### config.mk
export PLATFORM = sky130hd
export DESIGN_NAME = layer_mixer
export DESIGN_NICKNAME = d
export VERILOG_FILES = /design/src/rtl/layer_mixer.sv
export SDC_FILE = /design/constraint.sdc
export NUM_CORES = 1
export LEC_CHECK = 0
export CAP_MARGIN = 0
export CORE_MARGIN = 2
export CORE_UTILIZATION = 52
export DETAILED_ROUTE_END_ITERATION = 16
export HOLD_SLACK_MARGIN = 0.08
export PLACE_DENSITY = 0.81
export SETUP_SLACK_MARGIN = 0.1
export SLEW_MARGIN = 15
export SYNTH_ARGS = -nofsm -noshare
export SYNTH_HDL_FRONTEND = slang
export SYNTH_SLANG_ARGS = --single-unit
### constraint.sdc
create_clock -name clk -period 9.5 [get_ports clk]
set_input_delay 1.9 -clock clk [delete_from_list [all_inputs] [get_ports clk]]
set_output_delay 1.9 -clock clk [all_outputs]
set_load 0.02 [all_outputs]
### src/rtl/layer_mixer.sv
// layer_mixer: picks the highest-ranked requesting layer per pixel, with an optional 50% blend over the runner-up.
// The rank/enable/blend table is double-buffered and swapped at frame_start. Output latency is two cycles.
module layer_mixer #(
    parameter int NUM_LAYERS = 4,
    parameter int CW = 8,
    parameter logic [3*CW-1:0] BG_COLOR = '0,
    localparam int LW = (NUM_LAYERS > 2) ? $clog2(NUM_LAYERS) : 1
) (
    input  logic                       clk,
    input  logic                       rst,
    input  logic                       pix_valid_in,
    input  logic [NUM_LAYERS-1:0]      req,
    input  logic [NUM_LAYERS*3*CW-1:0] rgb_in,
    input  logic                       frame_start,
    input  logic                       cfg_wr,
    input  logic [LW-1:0]              cfg_layer,
    input  logic [LW-1:0]              cfg_rank,
    input  logic                       cfg_en,
    input  logic                       cfg_blend,
    output logic                       cfg_pending,
    output logic [CW-1:0]              red,
    output logic [CW-1:0]              green,
    output logic [CW-1:0]              blue,
    output logic                       pix_valid_out,
    output logic [LW-1:0]              top_layer,
    output logic                       top_hit
);
    localparam int PW = 3 * CW;

    logic [LW-1:0]         sh_rank_q  [NUM_LAYERS];
    logic [LW-1:0]         act_rank_q [NUM_LAYERS];
    logic [NUM_LAYERS-1:0] sh_en_q, sh_blend_q, act_en_q, act_blend_q;
    logic                  pend_q;
    logic                  wr_ok;

    assign wr_ok = cfg_wr && (int'(cfg_layer) < NUM_LAYERS);

    // Active takes the pre-write shadow when a write and a swap coincide.
    always_ff @(posedge clk or posedge rst) begin
        if (rst) begin
            for (int i = 0; i < NUM_LAYERS; i++) begin
                sh_rank_q[i]  <= LW'(i);
                act_rank_q[i] <= LW'(i);
            end
            sh_en_q     <= '1;
            act_en_q    <= '1;
            sh_blend_q  <= '0;
            act_blend_q <= '0;
            pend_q      <= 1'b0;
        end else begin
            if (frame_start) begin
                act_rank_q  <= sh_rank_q;
                act_en_q    <= sh_en_q;
                act_blend_q <= sh_blend_q;
            end
            if (wr_ok) begin
                sh_rank_q[cfg_layer]  <= cfg_rank;
                sh_en_q[cfg_layer]    <= cfg_en;
                sh_blend_q[cfg_layer] <= cfg_blend;
            end
            pend_q <= wr_ok | (pend_q & ~frame_start);
        end
    end

    assign cfg_pending = pend_q;

    logic [PW-1:0]         pix [NUM_LAYERS];
    logic [NUM_LAYERS-1:0] cand;
    logic [LW-1:0]         win_idx, win_rank, run_idx, run_rank;
    logic                  win_hit, run_hit;

    for (genvar g = 0; g < NUM_LAYERS; g++) begin : g_pix
        assign pix[g] = rgb_in[g*PW +: PW];
    end

    assign cand = req & act_en_q;

    // Ascending scan with >= lets the higher index win equal ranks.
    always_comb begin
        win_idx  = '0;
        win_rank = '0;
        win_hit  = 1'b0;
        run_idx  = '0;
        run_rank = '0;
        run_hit  = 1'b0;
        for (int i = 0; i < NUM_LAYERS; i++) begin
            if (cand[i] && (!win_hit || act_rank_q[i] >= win_rank)) begin
                win_idx  = LW'(i);
                win_rank = act_rank_q[i];
                win_hit  = 1'b1;
            end
        end
        for (int i = 0; i < NUM_LAYERS; i++) begin
            if (cand[i] && LW'(i) != win_idx && (!run_hit || act_rank_q[i] >= run_rank)) begin
                run_idx  = LW'(i);
                run_rank = act_rank_q[i];
                run_hit  = 1'b1;
            end
        end
    end

    logic          s1_valid_q, s1_hit_q, s1_blend_q;
    logic [LW-1:0] s1_idx_q;
    logic [PW-1:0] s1_win_q, s1_under_q;
    logic [PW-1:0] s1_win_d, s1_under_d;
    logic          s1_blend_d;

    assign s1_win_d   = win_hit ? pix[win_idx] : BG_COLOR;
    assign s1_under_d = run_hit ? pix[run_idx] : BG_COLOR;
    assign s1_blend_d = win_hit & act_blend_q[win_idx];

    always_ff @(posedge clk or posedge rst) begin
        if (rst) begin
            s1_valid_q <= 1'b0;
            s1_hit_q   <= 1'b0;
            s1_blend_q <= 1'b0;
            s1_idx_q   <= '0;
            s1_win_q   <= '0;
            s1_under_q <= '0;
        end else begin
            s1_valid_q <= pix_valid_in;
            s1_hit_q   <= win_hit;
            s1_blend_q <= s1_blend_d;
            s1_idx_q   <= win_idx;
            s1_win_q   <= s1_win_d;
            s1_under_q <= s1_under_d;
        end
    end

    logic [CW:0]   sum [3];
    logic [PW-1:0] avg;

    for (genvar c = 0; c < 3; c++) begin : g_avg
        assign sum[c] = {1'b0, s1_win_q[c*CW +: CW]} + {1'b0, s1_under_q[c*CW +: CW]};
        assign avg[c*CW +: CW] = sum[c][CW:1];
    end

    logic [PW-1:0] rgb_q, rgb_d;
    logic          pv_q, hit_q, hit_d;
    logic [LW-1:0] top_q, top_d;

    assign rgb_d = !s1_valid_q ? '0 : (s1_blend_q ? avg : s1_win_q);
    assign hit_d = s1_valid_q & s1_hit_q;
    assign top_d = hit_d ? s1_idx_q : '0;

    always_ff @(posedge clk or posedge rst) begin
        if (rst) begin
            rgb_q <= '0;
            pv_q  <= 1'b0;
            hit_q <= 1'b0;
            top_q <= '0;
        end else begin
            rgb_q <= rgb_d;
            pv_q  <= s1_valid_q;
            hit_q <= hit_d;
            top_q <= top_d;
        end
    end

    assign {red, green, blue} = rgb_q;
    assign pix_valid_out      = pv_q;
    assign top_hit            = hit_q;
    assign top_layer          = top_q;
endmodule

==> results <==
- The flow ran to the end, and the final reports show no timing, DRC or antenna violations.
- The category of the most critical setup path is input port to register.
- The number of different library cells in the post-synthesis netlist is 57.
- Between clock sinks in the finished design, the worst skew comes to 6.922 ps.
- The worst hold path passes through 2 cells.
- The static leakage is 3.897 nW.
- The share of final-layout standard cells stronger than drive strength 1 is 0.1704.
- In this run the number of H-tree levels came out at 4.
- The placement row count is 41.
- Data on the critical path is required at its endpoint by a little under 10000 ps.
- The number of global-route vias before repair was ~6100.
- The share of synthesized area occupied by flip-flops and latches is 0.4322.
- The detail route stage leaves a number of antenna-violating nets equal to 0.
- On the worst path, the slowest cell contributes a delay of ~470 ps.
- Detailed placement finished with a half-perimeter wire length of around 14 mm.
- Power spread over the standard cell area amounts to 236.2 nW/um^2.
- TritonCTS created 17 clock buffers.
- The final layout contains routed wiring with a total length of between 15 and 20 mm.
- The endpoint of the worst hold-timing path is act_rank_q[2].
- The final weighted congestion in routability-driven placement is around 0.89.
- The type of origin of the critical path is an input port.
- The core region is between 10000 and 15000 um^2.
- The initial antenna violation count was 0.
- After the last flow step, the layout net total stands at 944.
- The first global-routing pass estimated 30.36 mm of wire.
- In this run the most critical hold path is launched from sh_rank_q[2].
- Clock-pin slew was measured on the worst setup and hold paths at around 50 ps.
- The post-synthesis cell area is 6646 um^2.
- The total negative slack for setup checks is 0 ps.
- STA classifies the critical path endpoint as a register.
- The initial detailed-routing violation count is 461.
- The clock reaches the later pin of the worst-skew pair after about 420 ps.
- The clock tree from TritonCTS is done.
- Max-cap violations in this run came to 0.
- Counting flops and latches in the post-synthesis netlist gives ~110.
- Clock tree synthesis selected as its root buffer the cell clkbuf_16.
- The path type of the worst min-delay path is register to register.
- The main flop type after synthesis is dfrtp_1.
- The number of detailed-routing iterations run before antenna repair is 5.
- The core utilization of the finished layout is 0.7104.
- The finished cells cover 8929 um^2.
- The worst register-to-register path has a setup slack of between 1500 and 2000 ps.
- Setup repair after global routing left no endpoint under its margin.
- The peak supply drop is about 0.13 mV.
- The number of filler cells placed in the layout is roughly 940.
- The vertical die dimension is between 100 and 150 um.
- The synthesis-to-finish area growth is 34.34%.
- The final route contains roughly 6000 vias.
- The number of instances in the synthesized netlist is roughly 660.
- The total global-route track usage is 0.2943.
- The cell count of the worst reg-to-reg path is 35.
- The synthesized area divided by synthesized cell count is a little over 10 um^2.
- In the synthesized netlist the async set-or-reset flop fraction comes to 1.000.
- The number of hold violations in the final report is 0.
- The startpoint identified for the worst register-to-register timing path is act_en_q[0].
- Timing analysis after detailed placement gives a worst setup slack of -199.2 ps.
- The count of pins over their slew limit was 0.
- Using the TritonRoute via totals, the vias-per-cell ratio works out to approximately 6.1.
- The number of synthesis warnings is 0.
- The final critical path time including I/O delays and setup is between 9000 and 10000 ps.
- In this run, post-CTS hold repair placed 0 buffers.
- Timing would allow up to between 0.1 and 0.15 GHz.
- The number of ports placed on the die boundary is 140.
- The final critical-path share of the clock period is 0.9568.
- The cell repeated most along the worst path is ha_1.
- In the routed design, unresolved DRC markers number 0.
- The number of flops mapped to enable cells by yosys is 0.
- The number of nets in the synthesized netlist is between 800 and 900.
- After detailed placement, the total cell area comes to 8205 um^2.
- In this run the critical register-to-register path is captured at s1_under_q[19].
- The total congestion overflow after global routing is 0.
- Entering global routing, the biggest net connects 60 pins.
- The longest clock path from root to sink contains 2 buffers.
- The clock sink count is approximately 110.
- In this run the tool buffered the top-level ports with 139 buffer cells.
- The total power consumption of the routed design is roughly 2.1 mW.
- The post-detailed-route wirelength per cell is around 20 um.
- The final worst slack is roughly 400 ps.
- Along the worst path, the maximum fanout reaches 12.
- The arrival time at the worst endpoint is around 9400 ps.
- The max-slew headroom at the worst pin is 0.2296.
- The die covers roughly 14000 um^2.
- The die boundary width is ~120 um.
- 0 antenna diodes ended up in the layout.
- The number of setup violations in the final report is 0.
- The actual slew at the worst max-slew pin is roughly 1200 ps.
- The largest individual stage delay along the critical path comes from the cell clkdlybuf4s50_1.
- The initial standard-cell utilization of the core is 0.5288.
-- per-layer routing --
metal,up-vias,GRT usage,share of wire
li1,2692,-,-
met1,2896,0.3563,0.40
met2,302,0.5133,0.51
met3,62,0.04892,0.068
met4,0,0.1396,0.030
met5,-,0,0
-- cells in the mapped netlist (11+ instances only) --
master     n  area (um^2)
dfrtp_1   98         2452
nor2_1    64        240.2
nor3_1    49        245.2
mux2i_1   36        360.4
a21oi_1   35        175.2
ha_1      33        412.9
clkbuf_1  30        112.6
o21ai_0   30        150.1
inv_1     29        108.9
mux2_2    29        326.6
nand2_1   28        105.1
o221ai_1  23        201.4
a211oi_2  19        237.7
dfstp_2   16        420.4
a211oi_1  13        97.59
nor2b_1   11        68.82
-- worst max-delay path: cells and delay by family --
family                     cells  cell delay (ps)
and+or+nand+nor               10             1180
adders and majority gates      6             1780
buffers and inverters          4              910
AOI/OAI and AO/OA             13             2740
muxes                          3              930
-- how the worst max path moves through the flow --
| stage | to | depth (start not counted) | from | slack (ps) |
|---|---|---|---|---|
| final | s1_under_q[19] | 36 | req[0] | 410 |
| after global routing | s1_under_q[19] | 36 | req[0] | 20 |
| after CTS | s1_under_q[1] | 36 | req[0] | 200 |
| after detailed placement | s1_under_q[1] | 37 | req[0] | -200 |
| after global placement | s1_under_q[23] | 37 | req[0] | 50 |
| after floorplan | s1_under_q[4] | 38 | req[0] | 170 |
-- cells by family (layout without fill, tap and decap cells) --
logic type               count (synthesis)  count (layout)  synth area share
AND/OR/NAND/NOR                        202             202            0.1485
AO/OA/AOI/OAI                          165             165            0.1860
flip-flops                             114             114            0.4322
buffers and inverters                   68             217           0.04236
multiplexers                            67              67            0.1079
adder cells (fa/ha/maj)                 36              36           0.07116
XOR/XNOR                                 9               9           0.01186
-- cell type report --
type / instances / area [um^2] / share of cell area
clock buffer: 26 / 479.2 / 0.05367
clock inverter: 6 / 130.1 / 0.01457
inverter: 29 / 111.4 / 0.01247
multi-input combinational: 479 / 3577 / 0.4006
sequential: 114 / 2873 / 0.3217
tap: 172 / 215.2 / 0.02410
timing repair buffer: 156 / 1543 / 0.1728
-- placed cells by master (no fill, tap or decap), drive strengths merged, types with 3 or more instances in the layout --
cell           synthesis  routed
nor2                  64      64
a211oi                32      32
xor2                   6       6
nand2b                 7       7
o22ai                  3       3
nor3                  49      49
mux2                  31      31
nor3b                  6       6
ha                    33      33
dfrtp                 98      98
buf                    9      17
dfstp                 16      16
a22oi                  4       4
o211ai                 3       3
o21ai                 31      31
xnor2                  3       3
a21o                   7       7
o2bb2ai                3       3
clkbuf                30      26
a21boi                 3       3
fa                     3       3
bufinv                 0       4
a21oi                 35      35
nand2                 28      28
inv                   29      29
and3                   5       5
mux2i                 36      36
nand3                  9       9
o21a                   3       3
o221ai                23      23
clkdlybuf4s50          0     139
a211o                  4       4
and2                  10      10
nor2b                 11      11
a31o                   3       3
nand3b                 3       3
-- power breakdown --
| part | internal [mW] | switching, mW |
|---|---|---|
| clock network | 0.451 | 0.213 |
| registers | 0.614 | 0.0658 |
| logic | 0.339 | 0.426 |
| total | 1.40 | 0.705 |
-- state kept, by name, summed over array words and instances, names as in the netlist --
| name | cells |
|---|---|
| act_rank_q | 8 |
| sh_blend_q | 4 |
| s1_under_q | 24 |
| top_layer | 2 |
| s1_valid_q | 1 |
| s1_win_q | 24 |
| rgb_q | 24 |
| s1_hit_q | 1 |
| s1_idx_q | 2 |
| sh_en_q | 4 |
| act_en_q | 4 |
| pix_valid_out | 1 |
| sh_rank_q | 8 |
| act_blend_q | 4 |
| cfg_pending | 1 |
| s1_blend_q | 1 |
| top_hit | 1 |
-- per-stage QoR --
stage	hold slack [ps]	cells
final	484.8	982
after global routing	506.6	982
after CTS	486.9	979
after detailed placement	476.1	947
after global placement	461.9	947
after floorplan	428.9	661
-- what timing repair did --
item | in CTS | in global routing
resized for setup | 0 | 21
buffers inserted | 0 | 3
setup endpoints to repair | 0 | 24
(Power assumes the default switching activity.)
==> edit, RTL diff (same flow settings) <==
Register the input `cfg_en` before use, without a reset. The logic sees it one clock later. The other inputs are not delayed to match.
--- a/src/rtl/layer_mixer.sv
+++ b/src/rtl/layer_mixer.sv
@@ -29,2 +29,8 @@
 
+    logic cfg_en_q;
+
+    always_ff @(posedge clk) begin
+        cfg_en_q <= cfg_en;
+    end
+
     logic [LW-1:0]         sh_rank_q  [NUM_LAYERS];
@@ -57,3 +63,3 @@
                 sh_rank_q[cfg_layer]  <= cfg_rank;
-                sh_en_q[cfg_layer]    <= cfg_en;
+                sh_en_q[cfg_layer]    <= cfg_en_q;
                 sh_blend_q[cfg_layer] <= cfg_blend;
Formal check against the unedited RTL: not equivalent (a bounded check fails within 10 cycles, from zero or initial values and one cycle with rst high).
==> edit against the unedited design <==
- routed wire length is 2.0% lower
- final cell count is 2.2% higher
- cell area is 2.5% higher
- clock power is 12% lower
- sequential cell count is 1 higher
- synthesized area is 2.6% higher
- worst setup slack better by 0.12 ns
- critical endpoint is now s1_under_q[12]
- power is 0.32% higher
- largest power group unchanged
- global-route usage is 1.6 points lower
==> edit: results (changes against the unedited design) <==
stage,metric,value,unit,change
pwr,peak supply drop,193,uV,+51%
finish,share of post-route cells with drive strength above 1,0.171,,+0.000303
critical_path,critical path arrival,9.28,ns,-0.14 ns
synth,"Async S/R FF share, synth",0.991,,-0.00870
critical_path,Setup crit end,s1_under_q[12],,
synth,multiplexer share of the synthesized area,0.140,,+0.0316
run_status,status,finished clean,,
finish,fillers,967,,+2.5%
synth,Compound-Gate Fraction of Synth Area,0.187,,+0.00105
synth,adder-cell area share of the yosys netlist,0.0694,,-0.00178
route,Wirelength per Cell,19.0,um,-4.1%
synth,sequential fraction of the synthesis area,0.424,,-0.00785
grt,first-pass GRT wire length,30600,um,+0.68%
critical_path,worst r2r dst,s1_under_q[12],,
place,GP Congestion,0.902,,+1.0%
critical_path,Reg2Reg Setup Slack,1.93,ns,+0.15 ns
timing,Worst-Margin Slew,0.997,ns,-0.159 ns
route,Vias,5956,,+0.067%
grt,vias in the first global route,6190,,+1.5%
critical_path,CP max stage delay,0.49,ns,+0.02 ns
finish,Layout Nets,966,,+2.3%
synth,Synth Area in XOR/XNOR,0.0141,,+0.00227
route,met2 WL post-DR,9870,um,+0.19%
synth,Post-Syn Nets,812,,+0.50%
pwr,Leakage,3.80,nW,-2.6%
route,wl on met1,7740,um,+0.62%
-- edit: kinds of logic after synthesis --
family,count (synthesis)
AO/OA/AOI/OAI,158
flip-flops,115
buffers and inverters,61
multiplexers,91
AND/OR/NAND/NOR,193
XOR/XNOR,11
adder cells (fa/ha/maj),36
-- edit: layout make-up --
type                       count  share of cell area
clock inverter                 5             0.00574
multi-input combinational    489               0.412
clock buffer                  27              0.0539
tap                          172              0.0235
inverter                      29              0.0124
sequential                   115               0.316
timing repair buffer         167               0.176
-- edit: layer usage --
layer  GRT usage  vias up
met5           0        -
met4       0.128        0
met3      0.0569       39
met2       0.486      198
met1       0.329     2962
li1            -     2757
-- edit: repair_timing --
item / CTS / global route
setup buffers: 0 / 3
endpoints found under the hold margin: 0 / 0
endpoints found under the setup margin: 0 / 24
gates resized for setup: 0 / 9
-- edit: per-stage QoR --
step | util | power, mW | hold WS (ns) | cells | worst slack [ns]
3_5_place_dp | 0.671 | 1.51 | 0.475 | 969 | -0.0984
3_3_place_gp | 0.671 | 1.48 | 0.467 | 969 | 0.0836
4_1_cts | 0.714 | 2.10 | 0.485 | 1001 | 0.348
6_report | 0.719 | 2.12 | 0.483 | 1004 | 0.535
2_1_floorplan | - | 1.22 | 0.448 | 665 | 0.110
5_1_grt | 0.719 | 2.23 | 0.501 | 1004 | 0.0815
-- edit: worst register-to-register path: cells and delay by family, from the launching register on --
| kind | cells | cell delay, ns |
|---|---|---|
| AOI/OAI and AO/OA | 13 | 2.99 |
| adders and majority gates | 6 | 1.61 |
| and+or+nand+nor | 11 | 1.51 |
| DFF | 1 | 0.57 |
| buffers and inverters | 4 | 0.52 |
| muxes | 1 | 0.28 |
-- edit: worst min-delay path by stage --
| stage | endpoint | slack (ns) | cells after the start |
|---|---|---|---|
| after floorplan | act_rank_q[2] | 0.45 | 2 |
| after global placement | cfg_pending | 0.47 | 1 |
| after detailed placement | cfg_pending | 0.47 | 1 |
| after CTS | act_rank_q[2] | 0.48 | 2 |
| after global routing | cfg_pending | 0.50 | 1 |
| final | act_rank_q[2] | 0.48 | 2 |
-- edit: power by group --
group | internal (mW) | switching [mW] | leakage, nW | total [mW]
Clock | 0.378 | 0.206 | 0.265 | 0.584
Sequential | 0.623 | 0.0685 | 1.44 | 0.692
Combinational | 0.379 | 0.461 | 2.09 | 0.840
Total | 1.38 | 0.735 | 3.80 | 2.12
